==> src/rtl/neopixel_tx.sv <==
// WS2812 (NeoPixel) frame transmitter: reads a window of RGB words from the pixel
// memory, reorders to GRB and serialises MSB first, then holds the latch low period.
module neopixel_tx #(
  parameter int unsigned NUM_PIXELS   = 8,
  parameter logic [7:0]  BASE_ADDR    = 8'd8,
  parameter int unsigned T0H          = 20,
  parameter int unsigned T1H          = 40,
  parameter int unsigned TBIT         = 63,
  parameter int unsigned RESET_CYCLES = 15000
) (
  input  logic        i_clk,
  input  logic        i_rst,
  input  logic        i_start,
  output logic [7:0]  o_pix_addr,
  input  logic [23:0] i_pix_data,
  output logic        o_busy,
  output logic        o_done,
  output logic        o_dout
);

  typedef enum logic [1:0] {
    S_IDLE  = 2'd0,
    S_LOAD  = 2'd1,
    S_SEND  = 2'd2,
    S_LATCH = 2'd3
  } state_t;

  localparam logic [19:0] TBIT_LAST  = 20'(TBIT - 1);
  localparam logic [19:0] LATCH_LAST = 20'(RESET_CYCLES - 1);
  localparam logic [19:0] T0H_C      = 20'(T0H);
  localparam logic [19:0] T1H_C      = 20'(T1H);
  localparam logic [8:0]  NUM_PIX_C  = 9'(NUM_PIXELS);

  state_t      state_q, state_d;
  logic [19:0] cyc_cnt_q, cyc_cnt_d;
  logic [4:0]  bit_cnt_q, bit_cnt_d;
  logic [8:0]  pix_idx_q, pix_idx_d;
  logic [7:0]  addr_q, addr_d;
  logic [23:0] shift_q, shift_d;
  logic        dout_q, dout_d;
  logic        busy_q, busy_d;
  logic        done_q, done_d;

  function automatic logic [23:0] rgb_to_grb(input logic [23:0] rgb);
    return {rgb[15:8], rgb[23:16], rgb[7:0]};
  endfunction

  always_comb begin
    state_d   = state_q;
    cyc_cnt_d = cyc_cnt_q;
    bit_cnt_d = bit_cnt_q;
    pix_idx_d = pix_idx_q;
    addr_d    = addr_q;
    shift_d   = shift_q;
    done_d    = 1'b0;

    case (state_q)
      S_IDLE: begin
        addr_d    = BASE_ADDR;
        cyc_cnt_d = '0;
        bit_cnt_d = '0;
        pix_idx_d = '0;
        if (i_start) state_d = S_LOAD;
      end

      S_LOAD: begin
        shift_d   = rgb_to_grb(i_pix_data);
        pix_idx_d = 9'd1;
        addr_d    = addr_q + 8'd1;
        bit_cnt_d = '0;
        cyc_cnt_d = '0;
        state_d   = S_SEND;
      end

      S_SEND: begin
        if (cyc_cnt_q == TBIT_LAST) begin
          cyc_cnt_d = '0;
          if (bit_cnt_q != 5'd23) begin
            shift_d   = {shift_q[22:0], 1'b0};
            bit_cnt_d = bit_cnt_q + 5'd1;
          end else if (pix_idx_q < NUM_PIX_C) begin
            // Next pixel is fetched on the last cycle of the previous one: no gap cycle.
            shift_d   = rgb_to_grb(i_pix_data);
            pix_idx_d = pix_idx_q + 9'd1;
            addr_d    = addr_q + 8'd1;
            bit_cnt_d = '0;
          end else begin
            bit_cnt_d = '0;
            state_d   = S_LATCH;
          end
        end else begin
          cyc_cnt_d = cyc_cnt_q + 20'd1;
        end
      end

      S_LATCH: begin
        if (cyc_cnt_q == LATCH_LAST) begin
          cyc_cnt_d = '0;
          addr_d    = BASE_ADDR;
          done_d    = 1'b1;
          state_d   = S_IDLE;
        end else begin
          cyc_cnt_d = cyc_cnt_q + 20'd1;
        end
      end

      default: state_d = S_IDLE;
    endcase

    busy_d = (state_d != S_IDLE);
    // Line level follows the next cycle's bit/count so the registered output lines up with it.
    dout_d = (state_d == S_SEND) &&
             (cyc_cnt_d < (shift_d[23] ? T1H_C : T0H_C));
  end

  always_ff @(posedge i_clk) begin
    if (i_rst) begin
      state_q   <= S_IDLE;
      cyc_cnt_q <= '0;
      bit_cnt_q <= '0;
      pix_idx_q <= '0;
      addr_q    <= BASE_ADDR;
      dout_q    <= 1'b0;
      busy_q    <= 1'b0;
      done_q    <= 1'b0;
    end else begin
      state_q   <= state_d;
      cyc_cnt_q <= cyc_cnt_d;
      bit_cnt_q <= bit_cnt_d;
      pix_idx_q <= pix_idx_d;
      addr_q    <= addr_d;
      dout_q    <= dout_d;
      busy_q    <= busy_d;
      done_q    <= done_d;
    end
    shift_q <= shift_d;
  end

  assign o_pix_addr = addr_q;
  assign o_busy     = busy_q;
  assign o_done     = done_q;
  assign o_dout     = dout_q;

endmodule

==> config.mk <==
export PLATFORM = sky130hd
export DESIGN_NAME = neopixel_tx
export DESIGN_NICKNAME = d
export VERILOG_FILES = /design/src/rtl/neopixel_tx.sv
export SDC_FILE = /design/constraint.sdc
export NUM_CORES = 1
export LEC_CHECK = 0
export CAP_MARGIN = 20
export CELL_PAD_IN_SITES_DETAIL_PLACEMENT = 0
export CELL_PAD_IN_SITES_GLOBAL_PLACEMENT = 1
export CORE_MARGIN = 1.5
export CORE_UTILIZATION = 40
export DETAILED_ROUTE_END_ITERATION = 12
export PLACE_DENSITY_LB_ADDON = 0.1
export SLEW_MARGIN = 20
export SYNTH_ARGS = -nofsm -noshare
export SYNTH_HDL_FRONTEND = slang
export SYNTH_SLANG_ARGS = --single-unit
==> constraint.sdc <==
create_clock -name i_clk -period 9.3 [get_ports i_clk]
set_clock_uncertainty 0.15 [all_clocks]
set_input_delay 1.395 -clock i_clk [delete_from_list [all_inputs] [get_ports i_clk]]
set_output_delay 1.395 -clock i_clk [all_outputs]
set_load 0.03 [all_outputs]
# == Word-level counts from Yosys, hierarchy flattened ==
# Index checks and enable logic that the tools add are counted.
# classes
add_sub_neg,4
order_cmp,2
eq_ne,12
n_mux,27
n_bitwise,1
reduce_logical,12
# op_table
op,count
24-bit 2-to-1 mux,3
20-bit one-hot mux with 3 select lines,1
24-bit one-hot mux with 2 select lines,1
20-bit 2-to-1 mux,2
8-bit 2-to-1 mux,4
8-bit one-hot mux with 4 select lines,1
9-bit 2-to-1 mux,3
9-bit one-hot mux with 3 select lines,1
"20-bit by 1-bit adder with 20-bit output, second input constant",1
"20-bit by 14-bit == test with 1-bit output, second input constant",1
"20-bit by 6-bit == test with 1-bit output, second input constant",1
20-bit by 6-bit < comparator with 1-bit output,1
2-bit 2-to-1 mux,5
5-bit 2-to-1 mux,2
5-bit one-hot mux with 2 select lines,1
"9-bit by 1-bit adder with 9-bit output, second input constant",1
"9-bit by 4-bit < comparator with 1-bit output, second input constant",1
"8-bit by 1-bit adder with 8-bit output, second input constant",1
"2-bit inequality test, second input constant",4
2-bit one-hot mux with 4 select lines,1
4-bit AND reduction,2
"2-bit == test, second input constant",3
6-bit 2-to-1 mux,1
2-bit nonzero test,3
other kinds (12),13
# totals
register_bits,71
output_inout_bits,11
word_cells,68

# == Logic depth before layout (Yosys ltp) ==
# logic_depth
depth_word,8
mapped_depth,12

# == Least setup slack after synthesis ==
# OpenSTA, ideal clock, no wires.
# synth_timing
path_type,register -> register
from,reg state_q[0]
to,reg shift_q[0] (enable)
setup_ns,0.435
arrival_ns,2.718
required_time_ns,8.715
setup_slack_ns,5.997
stages_incl_launch_ff,6
n_path_buf,2
cell_sequence,dfxtp_1 inv_1 ha_1 clkbuf_1 clkbuf_1 o21ai_0
# synth_between
elab_chain_cells,3
elab_cells_between_ends,6
# synth_rtl
element,line,rtl
start: declaration,34,"state_t state_q, state_d;"
start signal: assignment,127,state_q <= state_d;
2-bit == test or 2-bit by 1-bit == test with 1-bit output (tied branches),57,case (state_q)
"3-bit inequality test (no source line), or another cell as far along",-,
3-bit AND reduction (no source line) *,-,
end signal: assignment,136,shift_q <= shift_d;
end: declaration,39,"logic [23:0] shift_q, shift_d;"
# Every way passes the cells marked *; elsewhere a longest branch is shown, timed or not.
# A chain may end at the register's enable or synchronous reset.

# == Worst setup path in the final report ==
# layout_timing
from,in i_pix_data[15]
to,reg dout_q (netlist: o_dout)
# layout_between
elab_chain_cells,7
# layout_rtl
element,line,rtl
start: declaration,15,"input logic [23:0] i_pix_data,"
24-bit 2-to-1 mux,81,end else if (pix_idx_q < NUM_PIX_C) begin
24-bit 2-to-1 mux,78,if (bit_cnt_q != 5'd23) begin
24-bit 2-to-1 mux,76,if (cyc_cnt_q == TBIT_LAST) begin
24-bit one-hot mux with 2 select lines *,57,
net shift_d[23],39,
6-bit 2-to-1 mux *,113,(cyc_cnt_d < (shift_d[23] ? T1H_C : T0H_C));
20-bit by 6-bit < comparator with 1-bit output *,113,
1-bit logical AND *,112,dout_d = (state_d == S_SEND) &&
end signal: assignment,132,dout_q <= dout_d;
end: declaration,40,"logic dout_q, dout_d;"
# The timed path passes the listed nets; every way through them passes the cells marked *. The select of a mux whose other input is x is not followed.

==> impl_metrics.py <==
metrics = {
    "sta": {
        "grt_setup_unrepaired": "no",
        "finalCriticalPeriod_ps": 3620,
        "relSlewSlack": 0.455,
        "finalHoldViolations": 0,
        "slew_violations": 0,
        "timing.final.crit_share": 0.389,
        "setup-violations-final": 0,
        "timing.fmax_mhz": 276,
        "worstMarginPinSlew_ps": 814,
        "tns_ps": 0,
    },
    "synthesis": {
        "synth_flop_cell": "dfxtp_1",
        "ys_ff_latch": 71,
        "synth_edf_count": 23,
        "async_reset_ff_frac": 0,
        "syn_avg_cell_area_sq_um": 9.62,
        "yosysWarnings": 0,
        "syn-instance-count": 382,
        "yosys.cell_types.count": 63,
        "seq_area_frac_synth": 0.449,
        "synth_fp_nets": 421,
        "syn_area_sq_um": 3680,
    },
    "power": {
        "power_density_nw_per_um2": 162,
        "vdd_drop_max_v": 0.0000709,
        "p_leak_nw": 1.46,
    },
    "drt": {
        "drt_first_pass_iters": 8,
        "drcViolationCount": 3,
        "vias": 2919,
        "routed_wl_mm": 8.02,
        "via_per_inst": 5.58,
        "drt_first_iter_violations": 223,
        "post_drt_wl_per_cell_um": 15.3,
        "final_antenna_net_count": 0,
    },
    "place": {
        "port-buffer-count": 37,
        "place_inst": 507,
        "dpl.hpwl_mm": 5.55,
        "globalplace.congestion": 0.783,
        "dpl_cell_area_sq_um": 4100,
    },
    "global_route": {
        "grt_pass1_wl_mm": 13.7,
        "grt_pass1_vias": 2831,
        "globalRouteTotalUtil": 0.174,
        "antenna_found_initial": 0,
        "grt_max_degree": 24,
        "gr-total-overflow": 0,
    },
    "final_layout": {
        "utilization": 0.488,
        "fin_area_sq_um": 4300,
        "nets": 449,
        "drive_gt1_frac": 0.0771,
        "fillers": 843,
        "finalNonFillerCells": 523,
        "diodes": 0,
        "area_growth_pct": 17.0,
    },
    "clocking": {
        "cts_num_sinks": 71,
        "clock_tree.buffer_depth": 2,
        "htreeDepth": 3,
        "clk_latency_ps": 340,
        "cts_root_buffer": "clkbuf_8",
        "cts_buffers": 9,
        "cts_tree": "done",
        "postCtsSetupBuffers": 0,
        "path_clk_slew_ps": 80,
        "cts_resized": 0,
        "cts_hold_buf": 0,
    },
    "die": {
        "row_count": 34,
        "die-width_um": 98.9,
        "core_sq_um": 8810,
        "start_util": 0.417,
        "io_pins": 38,
        "die_h_um": 98.9,
        "dieArea_sq_um": 9770,
    },
    "critical_path": {
        "worst_path_max_delay_cell": "clkdlybuf4s50_1",
        "critPathRequiredTime_ps": 9360,
        "cpPeakStageDelay_ps": 480,
        "cp-end-kind": "register",
        "worstSetupPathType": "input pin to register",
        "rr_startpoint": "cyc_cnt_q[0]$_SDFF_PP0_",
        "crit_start": "i_pix_data[15]",
        "cpMostUsedCell": "inv_1",
        "critPathLaunchType": "input pin",
        "cp_max_fo": 3,
        "crit_arrival_ps": 3680,
        "cp_cell_sequence": "clkdlybuf4s50_1, nand3_1, mux2_2, nor4b_1, or3_1, inv_1, ha_1, inv_1, o311ai_0, a211oi_2",
    },
    "worst_hold_path": {
        "hold_class": "register to register",
        "hold_path.startpoint": "pix_idx_q[1]$_SDFFE_PP0P_",
    },
    "run_status": {
        "run_status": "complete, but fails checks",
        "violations": "DRC",
    },
    "flow_run": {
        "max_cap_violations": 0,
    },
}
==> metrics by stage <==
| step | worst slack (ps) | power, mW | hold WS [ps] |
|---|---|---|---|
| after floorplan | 6000 | 0.425 | 291 |
| after global placement | 5390 | 0.459 | 307 |
| after detailed placement | 5320 | 0.459 | 314 |
| after CTS | 5690 | 0.708 | 326 |
| after global routing | 5410 | 0.735 | 343 |
| final | 5680 | 0.698 | 324 |
==> placed cells by master (no fill, tap or decap), types with 2 or more instances in the layout <==
master | netlist | final
dfxtp_1 | 48 | 48
nor2_1 | 47 | 47
clkdlybuf4s50_1 | 0 | 37
edfxtp_1 | 23 | 23
a22o_1 | 22 | 22
nand2_1 | 19 | 19
nand3_1 | 18 | 18
xor2_1 | 16 | 16
inv_1 | 14 | 14
nand4_1 | 14 | 14
a21oi_1 | 14 | 14
ha_1 | 12 | 12
nor3_1 | 12 | 11
o21ai_0 | 10 | 9
xnor2_1 | 9 | 9
clkbuf_8 | 0 | 9
and3_1 | 6 | 6
nor4_1 | 4 | 4
nor4b_1 | 4 | 4
and4_1 | 4 | 4
and2_1 | 4 | 4
or3_1 | 3 | 3
nand2b_1 | 3 | 3
o21ai_4 | 2 | 3
or4_1 | 3 | 3
a31oi_1 | 3 | 3
mux2i_1 | 3 | 3
a41oi_1 | 3 | 3
a311oi_1 | 2 | 2
nand3_2 | 2 | 2
mux2_2 | 2 | 2
nand3b_1 | 2 | 2
nor3b_1 | 2 | 2
o31ai_1 | 2 | 2
o21bai_1 | 2 | 2
a2111oi_0 | 2 | 2
clkinv_2 | 0 | 2
clkinvlp_4 | 0 | 2
==> layout make-up <==
| type | instances | area, sq um | share of cell area |
|---|---|---|---|
| tap | 108 | 135 | 0.0314 |
| clock buffer | 9 | 124 | 0.0288 |
| inverter | 14 | 52.6 | 0.0122 |
| sequential | 71 | 1650 | 0.384 |
| timing repair buffer | 38 | 378 | 0.0879 |
| clock inverter | 7 | 72.6 | 0.0169 |
| multi-input combinational | 276 | 1890 | 0.439 |
==> layer usage <==
layer	vias up	global-route usage	share of wire
li1	1469	-	-
met1	1394	0.254	0.52
met2	52	0.246	0.42
met3	4	0.0397	0.046
met4	0	0.0725	0.0074
met5	-	0	0
==> final timing paths <==
path	slack, ps	cells after the start	endpoint
worst min register to register	320	2	pix_idx_q[1]$_SDFFE_PP0P_
worst max register to register	6030	10	o_dout$_SDFF_PP0_
worst max-delay path	5680	10	o_dout$_SDFF_PP0_
worst min-delay path	320	2	pix_idx_q[1]$_SDFFE_PP0P_
==> critical path: cells and delay by family <==
family	cells	cell delay (ps)
AOI/OAI and AO/OA	2	530
adders and majority gates	1	290
buffers and inverters	3	580
muxes	1	300
and+or+nand+nor	3	590
==> power breakdown <==
group          total, mW  leakage [nW]  internal, mW  switching (mW)
Clock              0.247        0.0956         0.124           0.122
Sequential         0.354         0.611         0.345         0.00986
Combinational     0.0973         0.756        0.0398          0.0575
Total              0.698          1.46         0.509           0.190
==> synth_stat cells (all sizes together), types with 2 or more instances <==
| cell | n | share of area |
|---|---|---|
| buf | 11 | 0.017 |
| nand2b | 3 | 0.0051 |
| a31oi | 3 | 0.0051 |
| o21bai | 2 | 0.0041 |
| o31ai | 2 | 0.0041 |
| nor2 | 47 | 0.048 |
| or2 | 2 | 0.0034 |
| ha | 12 | 0.041 |
| xor2 | 16 | 0.038 |
| edfxtp | 23 | 0.19 |
| o21ai | 12 | 0.022 |
| mux2i | 3 | 0.0082 |
| nand3 | 21 | 0.035 |
| nand2 | 19 | 0.019 |
| nor4 | 5 | 0.010 |
| or3 | 3 | 0.0051 |
| nand3b | 2 | 0.0041 |
| and3 | 6 | 0.010 |
| a41oi | 3 | 0.0071 |
| mux2 | 2 | 0.0061 |
| nand4 | 14 | 0.024 |
| clkbuf | 10 | 0.010 |
| a311oi | 2 | 0.0048 |
| nor3 | 12 | 0.016 |
| and2 | 4 | 0.0068 |
| dfxtp | 48 | 0.26 |
| a21oi | 14 | 0.019 |
| and4 | 4 | 0.0095 |
| or4 | 4 | 0.0092 |
| nor4b | 4 | 0.0095 |
| a2111oi | 2 | 0.0048 |
| a22o | 22 | 0.052 |
| xnor2 | 9 | 0.021 |
| nor3b | 2 | 0.0041 |
| inv | 14 | 0.014 |
==> flip-flops by register name, summed over array words and instances (netlist names) <==
name / count
shift_q: 24
o_busy: 1
pix_idx_q: 9
o_done: 1
state_q: 2
cyc_cnt_q: 20
o_dout: 1
bit_cnt_q: 5
o_pix_addr: 8
==> cells by family (layout without fill, tap and decap cells) <==
kind of cell / Yosys count / count (layout) / share of synthesized area
AND/OR/NAND/NOR: 159 / 159 / 0.238
AO/OA/AOI/OAI: 75 / 75 / 0.156
flip-flops: 71 / 71 / 0.449
buffers and inverters: 35 / 68 / 0.0419
XOR/XNOR: 25 / 25 / 0.0596
adder cells (fa/ha/maj): 12 / 12 / 0.0408
multiplexers: 5 / 5 / 0.0143
No activity file was read; power rests on OpenSTA's default activity.
==> patch 1, RTL diff (config.mk and constraints unchanged) <==
The 4 states of `state_t` get a one-hot encoding in 4 bits.
--- a/src/rtl/neopixel_tx.sv
+++ b/src/rtl/neopixel_tx.sv
@@ -18,11 +18,11 @@
   output logic        o_dout
 );
 
-  typedef enum logic [1:0] {
-    S_IDLE  = 2'd0,
-    S_LOAD  = 2'd1,
-    S_SEND  = 2'd2,
-    S_LATCH = 2'd3
+  typedef enum logic [3:0] {
+    S_IDLE  = 4'b0001,
+    S_LOAD  = 4'b0010,
+    S_SEND  = 4'b0100,
+    S_LATCH = 4'b1000
   } state_t;
 
   localparam logic [19:0] TBIT_LAST  = 20'(TBIT - 1);
Check against the original RTL: no difference found for any inputs over 10 cycles, from zero or initial values and one cycle with i_rst high; not proved beyond that.
==> patch 1 against the unedited design <==
First-iteration DRC count decreased by 63%. Power fell by 4.3%. Via count is 1.9% lower. Largest power group unchanged. Hold slack improved by 0.012 ns. Critical endpoint unchanged. Register-to-register slack got worse by 1.1 ns. Critical path type is now flip-flop to flip-flop. Core utilization shrank 1.0 points. Sequential cell count is 2 higher. Setup slack lost 0.80 ns. Non-clock buffer count grew 4. Area after synthesis increased by 2.3%. Design area grew 2.2%. Routed wire length rose by 2.1%.
==> patch 1: results (changes against the unedited design) <==
logic_synthesis:
  synth.avg_cell_area_um2: 10.0  # +4.3%
  synth_area_leaders: "dfxtp_1 (27%), edfxtp_1 (18%), nor2_1 (5.4%)"
  yosys-top-cells-count: "nor2_1 (54), dfxtp_1 (50), edfxtp_1 (23)"
  ys_warn_count: 0  # unchanged
  synth_edf_count: 23  # unchanged
  async_reset_ff_share_pct: 0  # unchanged
  ys_seq_area_share_pct: 45.0  # about the same
  yosysUniqueCellTypes: 67  # +6.3%
  synth.net_count: 410  # -2.6%
finish:
  final_layout_size_suffix_gt1_share_pct: 10.9  # +3.2 points
  fillCellCount: 880  # +4.4%
  final_area_um2: 4400  # +2.2%
  nets: 442  # -1.6%
clock_tree:
  clk_pin_slew_ns: 0.08  # about the same
  cts_made_buffers: 9  # unchanged
global_route:
  grt_max_degree: 25  # +4.2%
  grt_pass1_vias: 2698  # -4.7%
  grt_first_pass_wirelength_um: 13700  # about the same
  antenna_found_initial: 0  # unchanged
  grt_usage_pct: 17.6  # +0.18 points
worst_hold_path:
  hp-class: "flip-flop to flip-flop"
placement:
  finalWeightedCongestion: 0.829  # +5.8%
  postPlaceCellArea_um2: 4160  # +1.3%
  dp_hpwl_um: 5710  # +3.0%
  place_inst: 506  # -0.20%
  post-place-ws_ns: 4.87  # -0.455 ns
timing:
  worst_pin_slew_ns: 0.775  # -0.0390 ns
detailed_routing:
  num_vias: 2863  # -1.9%
  routed_wl_um: 8190  # +2.1%
  drt_iter0_drc: 82  # -63%
  drtPass1Iterations: 4  # -4
pwr:
  ir_drop_mv: 0.0632  # -11%
  p_leak_nw: 1.48  # +1.0%
setup_path:
  arrival_ns: 4.52  # +0.84 ns
  ff2ff_path_depth: 13  # +3
  critPathMaxFanout: 24  # +21
outcome:
  outcome: "finished, final reports clean"
## patch 1: worst max-delay path, cell delays in order (launching register included)
cell and delay, ns:
dfxtp_1 0.55, or4b_2 0.82, nor3_1 0.21, nand4_1 0.18, nand2_1 0.64, a221o_1 0.37
inv_1 0.08, ha_1 0.27, and3_2 0.24, a32oi_1 0.20, o2111ai_1 0.14, a21oi_1 0.16
a31oi_1 0.11, a2111oi_2 0.19
## patch 1: cell families (layout without fill, tap and decap cells)
family	Yosys count	count (layout)	share of synthesized area [%]
AND/OR/NAND/NOR	162	162	25.2
XOR/XNOR	29	29	6.75
flip-flops	73	73	45.0
buffers and inverters	27	64	4.79
AO/OA/AOI/OAI	74	74	15.1
adder cells (fa/ha/maj)	8	8	2.66
multiplexers	2	2	0.532
## patch 1: cell type report
| cell class | count | share of cell area (%) |
|---|---|---|
| well taps | 111 | 3.16 |
| clock buffers | 13 | 4.13 |
| multi-input cells | 275 | 43.3 |
| repair buffers | 42 | 9.37 |
| clock inverters | 3 | 1.02 |
| inverters | 6 | 0.512 |
| flip-flops and latches | 73 | 38.5 |
## patch 1: report_power, final
group / switching (mW) / leakage [nW] / internal, mW
Combinational: 0.0289 / 0.788 / 0.0261
Clock: 0.119 / 0.110 / 0.156
Sequential: 0.00496 / 0.579 / 0.333
## patch 1: final timing paths
kind	startpoint	endpoint	slack, ns
min	pix_idx_q[8]	pix_idx_q[8]	0.34
max	state_q[2]	o_dout	4.88
min reg2reg	pix_idx_q[8]	pix_idx_q[8]	0.34
max reg2reg	state_q[2]	o_dout	4.88
## patch 1: layer usage
metal,wire length (µm),GRT usage [%],up-vias
li1,-,-,1467
met1,4050,23.9,1358
met2,3780,27.3,28
met3,252,3.97,10
met4,116,6.83,0
met5,0,0,-
==> patch 2, RTL diff (config.mk and constraints unchanged) <==
Without the edit above. Change the parameter `RESET_CYCLES` from 15000 to 7500.
--- a/src/rtl/neopixel_tx.sv
+++ b/src/rtl/neopixel_tx.sv
@@ -6,7 +6,7 @@
   parameter int unsigned T0H          = 20,
   parameter int unsigned T1H          = 40,
   parameter int unsigned TBIT         = 63,
-  parameter int unsigned RESET_CYCLES = 15000
+  parameter int unsigned RESET_CYCLES = 7500
 ) (
   input  logic        i_clk,
   input  logic        i_rst,
Behaviour: same outputs for any inputs over 10 cycles, from zero or initial values and one cycle with i_rst high; that may be too few to reach the edited logic, so the function may still have changed.
==> patch 2 against the unedited design <==
Area after synthesis fell by 4.7%. Synthesized cell count down 6.0%. Design area decreased by 3.2%. Routed wire length is 6.9% lower. Final cell count decreased by 4.4%. Sequential cell count unchanged. Fmax up 15%. Setup slack better by 0.48 ns. Power fell by 3.9%.
==> patch 2: results (changes against the unedited design) <==
worst_hold_path:
  worst_hold_path.endpoint: "pix_idx_q[7]"
  hold_depth: 1  # -1
  worstHoldStart: "pix_idx_q[7]"
global_route:
  met1_usage_pct: 22.6  # -2.8 points
  grt_use_met2_pct: 27.4  # +2.8 points
  met3_usage_pct: 4.54  # +0.57 points
  grt_first_pass_wirelength_um: 12100  # -11%
  grt_pass1_vias: 2472  # -13%
detailed_routing:
  drtPass1Iterations: 4  # -4
  via_per_inst: 5.33  # -4.5%
  highest-signal-layer: "met4"
  routed_wl_um: 7470  # -6.9%
  drt_iter0_drc: 114  # -49%
  num_vias: 2666  # -8.7%
  route.met2.wl_um: 3430  # +1.4%
  wl_met1_um: 3740  # -11%
  dr_wl_met3_um: 230  # -38%
logic_synthesis:
  ys_seq_area_share_pct: 47.1  # +2.2 points
  yosys-top-cells-count: "dfxtp_1 (48), nor2_1 (42), edfxtp_1 (23)"
  synth.avg_cell_area_um2: 9.76  # +1.4%
  synth_area_leaders: "dfxtp_1 (27%), edfxtp_1 (20%), a22o_1 (5.5%)"
  yosysUniqueCellTypes: 53  # -16%
  synth.net_count: 398  # -5.5%
finish:
  nets: 429  # -4.5%
  final_layout_size_suffix_gt1_share_pct: 7.85  # +0.14 points
  n_antenna_cell: 0  # unchanged
setup_path:
  critPathMaxFanout: 15  # +12
  reg2reg_from: "cyc_cnt_q[15]"
  ff2ff_path_depth: 8  # -2
  arrival_ns: 3.28  # -0.40 ns
  regToRegSetupSlack_ns: 6.16  # +0.13 ns
clock_tree:
  cts_resized: 0  # unchanged
placement:
  post-place-ws_ns: 5.87  # +0.543 ns
  dp_hpwl_um: 5200  # -6.3%
  finalWeightedCongestion: 0.786  # +0.36%
  postPlaceCellArea_um2: 3940  # -4.0%
  place_inst: 484  # -4.5%
pwr:
  p_leak_nw: 1.41  # -3.4%
  ir_drop_mv: 0.0850  # +20%
outcome:
  outcome: "finished, final reports clean"
timing:
  worst_pin_slew_ns: 0.832  # +0.0181 ns
  whs_ns: 0.332  # +0.00722 ns
-- patch 2: changes by cell type in the layout (fill, tap and decap cells not counted), sizes merged, moves of 6 or more --
cell   change
nand3      -6
nand4      -7
xnor2     +11
xor2       -7
-- patch 2: worst max path at each step --
stage | from | end | slack (ns)
2_1_floorplan | i_pix_data[15] | o_dout | 6.49
3_3_place_gp | i_pix_data[15] | o_dout | 5.96
3_5_place_dp | i_pix_data[15] | o_dout | 5.87
4_1_cts | cyc_cnt_q[15] | o_dout | 6.17
5_1_grt | cyc_cnt_q[15] | o_dout | 5.96
6_report | cyc_cnt_q[15] | o_dout | 6.16
-- patch 2: logic make-up (layout without fill, tap and decap cells) --
kind of cell	Yosys count	in the layout	share of synthesized area (%)
fa+ha+maj	13	13	4.57
flops	71	71	47.1
xor+xnor	29	29	7.25
buf+inv	27	63	3.18
compound gates	68	68	14.6
simple gates	146	146	21.7
mux	5	5	1.50
-- patch 2: power breakdown --
group          total (mW)  internal, mW  switching [mW]  leakage, nW
Combinational      0.0583        0.0262          0.0322        0.692
Sequential          0.337         0.332         0.00507        0.613
Clock               0.276         0.153           0.123        0.107
-- patch 2: critical path, cell delays in order, from the launching register on --
cell,delay [ns]
dfxtp_1,0.37
nor4_1,0.36
nand4b_1,0.35
or2_2,0.46
a21oi_4,0.41
nor2_1,0.11
ha_1,0.34
a2111oi_2,0.31
o2111a_1,0.22
-- patch 2: layout make-up --
cell class                      count  area, µm²
Fill cell                         778       4180
Multi-Input combinational cell    261       1750
Sequential cell                    71       1650
Timing Repair Buffer               38        378
Tap cell                          105        131
Clock buffer                       10        128
Clock inverter                      6       93.8
Inverter                            9       33.8
